==> config.mk <==
export PLATFORM = sky130hd
export DESIGN_NAME = lfsr_period_meter
export DESIGN_NICKNAME = d
export VERILOG_FILES = /design/src/rtl/lfsr_pkg.sv /design/src/rtl/period_counter.sv /design/src/rtl/lfsr_period_meter.sv
export SDC_FILE = /design/constraint.sdc
export NUM_CORES = 1
export LEC_CHECK = 0
export CORE_MARGIN = 4
export CORE_UTILIZATION = 44
export CTS_CLUSTER_DIAMETER = 50
export DETAILED_ROUTE_END_ITERATION = 8
export PLACE_DENSITY = 0.74
export SLEW_MARGIN = 20
export SYNTH_ARGS = -nofsm -noshare
export SYNTH_HDL_FRONTEND = slang
export SYNTH_SLANG_ARGS = --single-unit
==> constraint.sdc <==
create_clock -name clk -period 2 [get_ports clk]
set_clock_uncertainty 0.15 [all_clocks]
set_input_delay 0.2 -clock clk [delete_from_list [all_inputs] [get_ports clk]]
set_output_delay 0.2 -clock clk [all_outputs]
set_load 0.02 [all_outputs]
==> src/rtl/lfsr_pkg.sv <==
// Shared definitions for the LFSR period meter and the LFSR stage it drives.
//   state_t     : controller FSM state encoding (2-bit)
//   MODE_LOAD   : LFSR mode value for a parallel load of p_in
//   MODE_SHIFT  : LFSR mode value for a shift
//   LFSR_WIDTH  : default LFSR width
package lfsr_pkg;

  typedef enum logic [1:0] {
    S_IDLE = 2'd0,
    S_LOAD = 2'd1,
    S_RUN  = 2'd2,
    S_DONE = 2'd3
  } state_t;

  localparam logic MODE_LOAD  = 1'b0;
  localparam logic MODE_SHIFT = 1'b1;
  localparam int   LFSR_WIDTH = 4;

endpackage

==> src/rtl/period_counter.sv <==
// Shift counter for one period measurement.
//   clk, reset : clock and asynchronous active-low reset
//   clear      : zero the count (LOAD cycle)
//   enable     : advance the count by one
//   status     : LFSR state word
//   seed_r     : captured seed the status is compared against
//   cnt        : shifts seen since the LFSR was loaded
//   match      : status has returned to the seed after at least one shift
//   at_max     : count has reached MAX_COUNT
module period_counter
  import lfsr_pkg::*;
#(
  parameter int WIDTH     = LFSR_WIDTH,
  parameter int CNT_W     = 5,
  parameter int MAX_COUNT = 31
) (
  input  logic             clk,
  input  logic             reset,
  input  logic             clear,
  input  logic             enable,
  input  logic [WIDTH-1:0] status,
  input  logic [WIDTH-1:0] seed_r,
  output logic [CNT_W-1:0] cnt,
  output logic             match,
  output logic             at_max
);

  always_ff @(posedge clk or negedge reset) begin
    if (!reset)      cnt <= '0;
    else if (clear)  cnt <= '0;
    else if (enable) cnt <= cnt + 1'b1;
  end

  // In the first RUN cycle the LFSR still holds the freshly loaded seed;
  // that is not a return to the seed, so a zero count never matches.
  assign match  = (cnt != '0) && (status == seed_r);
  assign at_max = (cnt == CNT_W'(MAX_COUNT));

endmodule

==> src/rtl/lfsr_period_meter.sv <==
// Measures the sequence length of an external LFSR stage for a given seed.
// Loads the seed, switches the LFSR to shift, counts shifts until the
// status word returns to the seed and reports that count.
//   clk     : clock, rising edge
//   reset   : asynchronous active-low reset
//   start   : measurement request, sampled in IDLE only
//   seed    : seed, captured when start is accepted
//   status  : LFSR state fed back from the stage
//   mode    : to LFSR, 0 = load p_in, 1 = shift
//   p_in    : to LFSR, parallel-load value (captured seed)
//   busy    : high in LOAD and RUN
//   done    : one-cycle result-valid pulse
//   period  : measured period, 0 on timeout
//   timeout : no return to the seed within MAX_COUNT shifts
module lfsr_period_meter
  import lfsr_pkg::*;
#(
  parameter int WIDTH     = LFSR_WIDTH,
  parameter int CNT_W     = 5,
  parameter int MAX_COUNT = 31
) (
  input  logic             clk,
  input  logic             reset,
  input  logic             start,
  input  logic [WIDTH-1:0] seed,
  input  logic [WIDTH-1:0] status,
  output logic             mode,
  output logic [WIDTH-1:0] p_in,
  output logic             busy,
  output logic             done,
  output logic [CNT_W-1:0] period,
  output logic             timeout
);

  state_t           state, state_nxt;
  logic [WIDTH-1:0] seed_r;
  logic [CNT_W-1:0] cnt;
  logic             match, at_max;
  logic             clear, enable;

  period_counter #(
    .WIDTH    (WIDTH),
    .CNT_W    (CNT_W),
    .MAX_COUNT(MAX_COUNT)
  ) u_cnt (
    .clk   (clk),
    .reset (reset),
    .clear (clear),
    .enable(enable),
    .status(status),
    .seed_r(seed_r),
    .cnt   (cnt),
    .match (match),
    .at_max(at_max)
  );

  always_ff @(posedge clk or negedge reset) begin
    if (!reset) state <= S_IDLE;
    else        state <= state_nxt;
  end

  // Match is tested before the limit so a return to the seed on the
  // very last allowed shift still reports a period.
  always_comb begin
    state_nxt = state;
    clear     = 1'b0;
    enable    = 1'b0;
    case (state)
      S_IDLE: if (start) state_nxt = S_LOAD;
      S_LOAD: begin
        clear     = 1'b1;
        state_nxt = S_RUN;
      end
      S_RUN: begin
        if (match || at_max) state_nxt = S_DONE;
        else                 enable    = 1'b1;
      end
      S_DONE: state_nxt = S_IDLE;
      default: state_nxt = S_IDLE;
    endcase
  end

  always_ff @(posedge clk or negedge reset) begin
    if (!reset) begin
      seed_r  <= '0;
      period  <= '0;
      timeout <= 1'b0;
    end else begin
      if (state == S_IDLE && start) begin
        seed_r  <= seed;
        period  <= '0;
        timeout <= 1'b0;
      end else if (state == S_RUN) begin
        if (match) begin
          period <= cnt;
        end else if (at_max) begin
          period  <= '0;
          timeout <= 1'b1;
        end
      end
    end
  end

  // Shift only while running; every other state keeps the LFSR parked
  // on the captured seed.
  assign mode = (state == S_RUN) ? MODE_SHIFT : MODE_LOAD;
  assign p_in = seed_r;
  assign busy = (state == S_LOAD) || (state == S_RUN);
  assign done = (state == S_DONE);

endmodule

* Word-level counts from Yosys, hierarchy flattened
Cells that the tools add are included.
Word-level totals: bits in registers 17, logic and storage cells 44, input bits 11, output and inout port bits 13
Operators by class: muxes and demuxes 17, add/sub/neg operators 1, reductions and logical operators 13, equal/unequal tests 8
Operators with widths (count):
- two-way mux 5 bit | 6
- two-way mux 1 bit | 8
- one-hot mux 2 bit (4 select lines) | 1
- nonzero test 2 bit | 3
- adder 5 x 1 -> 5 bit, second input constant | 1
- == test 5 bit, second input constant | 1
- nonzero test 5 bit | 1
- == test 2 bit, second input constant | 2
- == test 4 bit | 1
- two-way mux 2 bit | 2
- != test 2 bit, second input constant | 2
- AND reduction 2 bit | 2
- AND reduction 3 bit | 1
- nonzero test 3 bit | 1
- == test 2 x 1 -> 1 bit, second input constant | 1
- logical AND 1 bit | 2
- logical NOT 2 bit | 1
- logical OR 1 bit | 2
- != test 2 x 1 -> 1 bit, second input constant | 1

* Longest topological paths before layout
word-level depth 7, gate-level depth with buffers 7, gate-level depth less buffers 6

* Hierarchy
A second synthesis with hierarchy kept.
Unflattened totals: cells, all modules 75, area total of the unflattened synthesis 884.6 sq um
By module, submodules not included:
- lfsr_period_meter | sequential area each 300.3 sq um, area each 556.8 sq um, cells each 39, instances 1
- period_counter | sequential area each 125.1 sq um, area each 327.8 sq um, cells each 36, instances 1

* Worst setup path before layout
Ideal clock, no wire load.
path type register to register, start register u_cnt.cnt[0], end register u_cnt.cnt[0], clock period less this slack 2.050 ns, library setup time 0.125 ns, arrival time 1.776 ns, setup slack -0.050 ns, path buffers 0, cell stages (with the launch flop) 7, required time 1.725 ns, path through dfrtp_1 > ha_1 > and3_1 > ha_1 > nand2b_1 > a21oi_2 > mux2_2
On the way: longest elaborated chain between the ends 6, elaborated cells on any way between the ends 10, those cells by class add/sub: 1; eq/ne: 1; mux: 4; reduce/logical: 4
Ends and longest elaborated chain:
- start, declared | RTL line period_counter.sv:23 | output logic [CNT_W-1:0] cnt,
- start signal, assigned | RTL line period_counter.sv:31 | else if (enable) cnt <= cnt + 1'b1;
- parallel branches: the longest is 6 deep, another holds adder 5 x 1 -> 5 bit
Parallel ways; which one is timed is not known. The select of a mux whose other input is x is not followed. A chain may end at the register's enable or synchronous reset.

* Final worst setup path
start register u_cnt.cnt[0], end register u_cnt.cnt[3]
The elaborated chain is that of the path after synthesis.

==> qor.csv <==
stage,metric,value,unit
floorplan,die_y,57.3,um
synth,synth_top_area_cell,dfrtp_1,
synth,syn-num-nets,132,
floorplan,fp.dieW,57.3,um
timing,fin_hold_ws,68.9,ps
floorplan,rows,17,
clock_tree,cts.path.max_buffers,2,
clock_tree,cts_sinks,17,
clock_tree,cts_tree,yes,
critical_path,worst-path-buf-inv,1,
timing,setup_viol,1,
critical_path,slowest_stage,or4b_4,
global_routing,grt_usage,0.170,
timing,finalHoldViolCount,0,
timing,tns,-19.8,ps
drt,via_per_inst,5.29,
timing,fin_crit_sh,1.01,
synth,ys.warnings.count,0,
critical_path,end_kind,register,
drt,ant_nets,0,
global_routing,grt_pass1_wl,4.40,mm
critical_path,cp_max_fo,5,
floorplan,start_util,0.474,
cells_and_area,drive_gt1_frac,0.250,
critical_path,critPathTopFamily,simple AND/OR/NAND/NOR gates,
synth,synth_cells,113,
cells_and_area,n_antenna_cell,0,
clock_tree,cts.htree.levels,1,
drt,vias,952,
critical_path,cp.required,2050,ps
placed_design,io_buffers,23,
cells_and_area,area_growth,43.6,%
hold_path,hold_class,primary input to asynchronous set/reset pin,
outcome,status,finished with violations,
timing,worst_slack,-19.8,ps
job,cap_violations,0,
drt,routedWlPerCell,14.0,um
global_routing,grt_pass1_vias,960,
placed_design,hpwlAfterDp,1.87,mm
global_routing,grt_max_degree,18,
floorplan,core,2250,sq um
cells_and_area,final_nets,172,
drt,routed_wirelength,2.53,mm
synth,mappedNetlistArea,1070,sq um
critical_path,start_kind,register,
placed_design,gp_congestion,0.785,
synth,seq_area_frac_synth,0.398,
outcome,violations,setup timing,
clock_tree,cts_root_buf,clkbuf_4,
synth,synthDominantCellAreaShare,0.398,
pwr,ir_worst_vdd,796,uV
clock_tree,clkTransAtPathRegs,110,ps
timing,rsz0062_at_grt,true,
synth,synth_area_per_cell,9.47,sq um
synth,yosysUniqueCellTypes,32,
global_routing,grt_overflow,0,
global_routing,antenna_found_initial,0,
pwr,p_leak,0.706,nW
critical_path,max_stage_delay,510,ps
pwr,pwr_density_cell,1400,nW/um^2
synth,synthTopCellsByArea,"dfrtp_1, ha_1, nand2_1, nand2b_1, nor2b_1",
drt,drtIter0Drc,18,
timing,worstMarginPinSlew,302,ps
drt,first_pass_iters,3,
floorplan,io_pins,24,
timing,slew_headroom,0.799,
timing,max_freq,0.495,GHz
timing,post-route-min-period,2020,ps
critical_path,worstPathArrival,2070,ps
critical_path,path_cells,"inv_2, ha_4, or4b_4, a211oi_2, mux2_1",
clock_tree,clock_latency,300,ps
drt,drc,0,
clock_tree,cts_buffers,3,
floorplan,die_area,3280,sq um
synth,synth-seq-cells,17,
critical_path,crit_type,register to register,
timing,report.final.slew_viol_count,0,
## final timing paths
check	endpoint	slack, ps	depth (start not counted)	start
worst min register to register	timeout$_DFFE_PN0P_	360	1	timeout$_DFFE_PN0P_
min in group clk	p_in[1]$_DFFE_PN0P_	280	3	seed[1]
max in group asynchronous	state[0]$_DFFE_PN0P_	1420	2	reset
worst min-delay path	p_in[1]$_DFFE_PN0P_	70	2	reset
worst max-delay path	u_cnt.cnt[3]$_DFFE_PN0P_	-20	5	u_cnt.cnt[0]$_DFFE_PN0P_
worst max register to register	u_cnt.cnt[3]$_DFFE_PN0P_	-20	5	u_cnt.cnt[0]$_DFFE_PN0P_
## cell usage in the layout, fill, tap and decap left out, types with 2 or more instances in the layout
| master | synthesis | final |
|---|---|---|
| clkdlybuf4s50_1 | 0 | 21 |
| nand2_1 | 19 | 19 |
| dfrtp_1 | 17 | 17 |
| buf_4 | 0 | 15 |
| nand2b_1 | 9 | 8 |
| nor2b_1 | 6 | 6 |
| ha_1 | 8 | 5 |
| xor2_1 | 4 | 4 |
| a21oi_1 | 5 | 4 |
| nor2_1 | 4 | 4 |
| inv_1 | 5 | 3 |
| and3_1 | 4 | 3 |
| o31a_1 | 3 | 3 |
| clkbuf_4 | 0 | 3 |
| inv_2 | 0 | 2 |
| a21oi_2 | 1 | 2 |
| mux2i_1 | 2 | 2 |
| nand4_1 | 2 | 2 |
| a31oi_1 | 2 | 2 |
| a211oi_2 | 0 | 2 |
| mux2_1 | 2 | 2 |
| ha_4 | 0 | 2 |
| dlygate4sd2_1 | 0 | 2 |
## area by class of cell
| type | instances | area, sq um |
|---|---|---|
| clock inverters | 1 | 5.00 |
| clock buffers | 3 | 22.5 |
| fillers | 196 | 718 |
| multi-input cells | 86 | 658 |
| inverters | 5 | 18.8 |
| repair buffers | 40 | 372 |
| flip-flops and latches | 17 | 425 |
| well taps | 28 | 35.0 |
## repair_timing
| item | 4_1_cts | 5_1_grt |
|---|---|---|
| gates resized for setup | 6 | 11 |
| hold buffers | 0 | 0 |
| setup buffers | 1 | 4 |
| pin swaps | 1 | 4 |
| endpoints found under the setup margin | 6 | 8 |
## routing by layer
metal	vias up	GRT usage	wire length [um]
li1	463	-	-
met1	465	0.209	1120
met2	20	0.284	1250
met3	4	0.0407	125
met4	0	0.0695	36
met5	-	0	0
## cells by family after synthesis
logic type                 after synthesis  share of synthesized area
muxes                                    5                     0.0503
adders and majority gates                8                     0.0936
buffers and inverters                   10                     0.0433
AOI/OAI and AO/OA                       18                      0.113
and+or+nand+nor                         51                      0.269
DFF                                     17                      0.398
xor gates and xnor gates                 4                     0.0327
## stage by stage
stage          setup WS (ps)  std cells  instance area, sq um   util  power [mW]
4_1_cts                0.940        176                  1460  0.649        2.08
3_5_place_dp           -76.3        171                  1420  0.629        1.89
5_1_grt                -88.6        180                  1540  0.681        2.35
3_3_place_gp           -22.4        171                  1420  0.629        1.84
2_1_floorplan          -19.5        113                  1080      -        1.39
6_report               -19.8        180                  1540  0.681        2.16
## Yosys cell counts
library cell and number:
a211o_1 1, a211oi_1 2, a21oi_1 5, a21oi_2 1
a31oi_1 2, and2_1 1, and3_1 4, buf_1 1
buf_2 1, buf_6 1, clkbuf_1 2, dfrtp_1 17
ha_1 8, inv_1 5, mux2_1 2, mux2_2 1
mux2i_1 2, nand2_1 19, nand2b_1 9, nand3_1 1
nand4_1 2, nor2_1 4, nor2b_1 6, nor4_4 1
o211ai_1 1, o21a_1 1, o21ai_0 2, o31a_1 3
or3_1 1, or3b_2 2, or4b_4 1, xor2_1 4
## power breakdown
part	switching, mW	internal [mW]	total (mW)
Sequential	0.117	0.467	0.584
Combinational	0.692	0.687	1.38
Clock	0.119	0.0746	0.194
## sequential cells by signal (all words and copies together) (netlist names)
| name | count |
|---|---|
| period | 5 |
| p_in | 4 |
| timeout | 1 |
| u_cnt.cnt | 5 |
| state | 2 |
(Power assumes the default switching activity.)
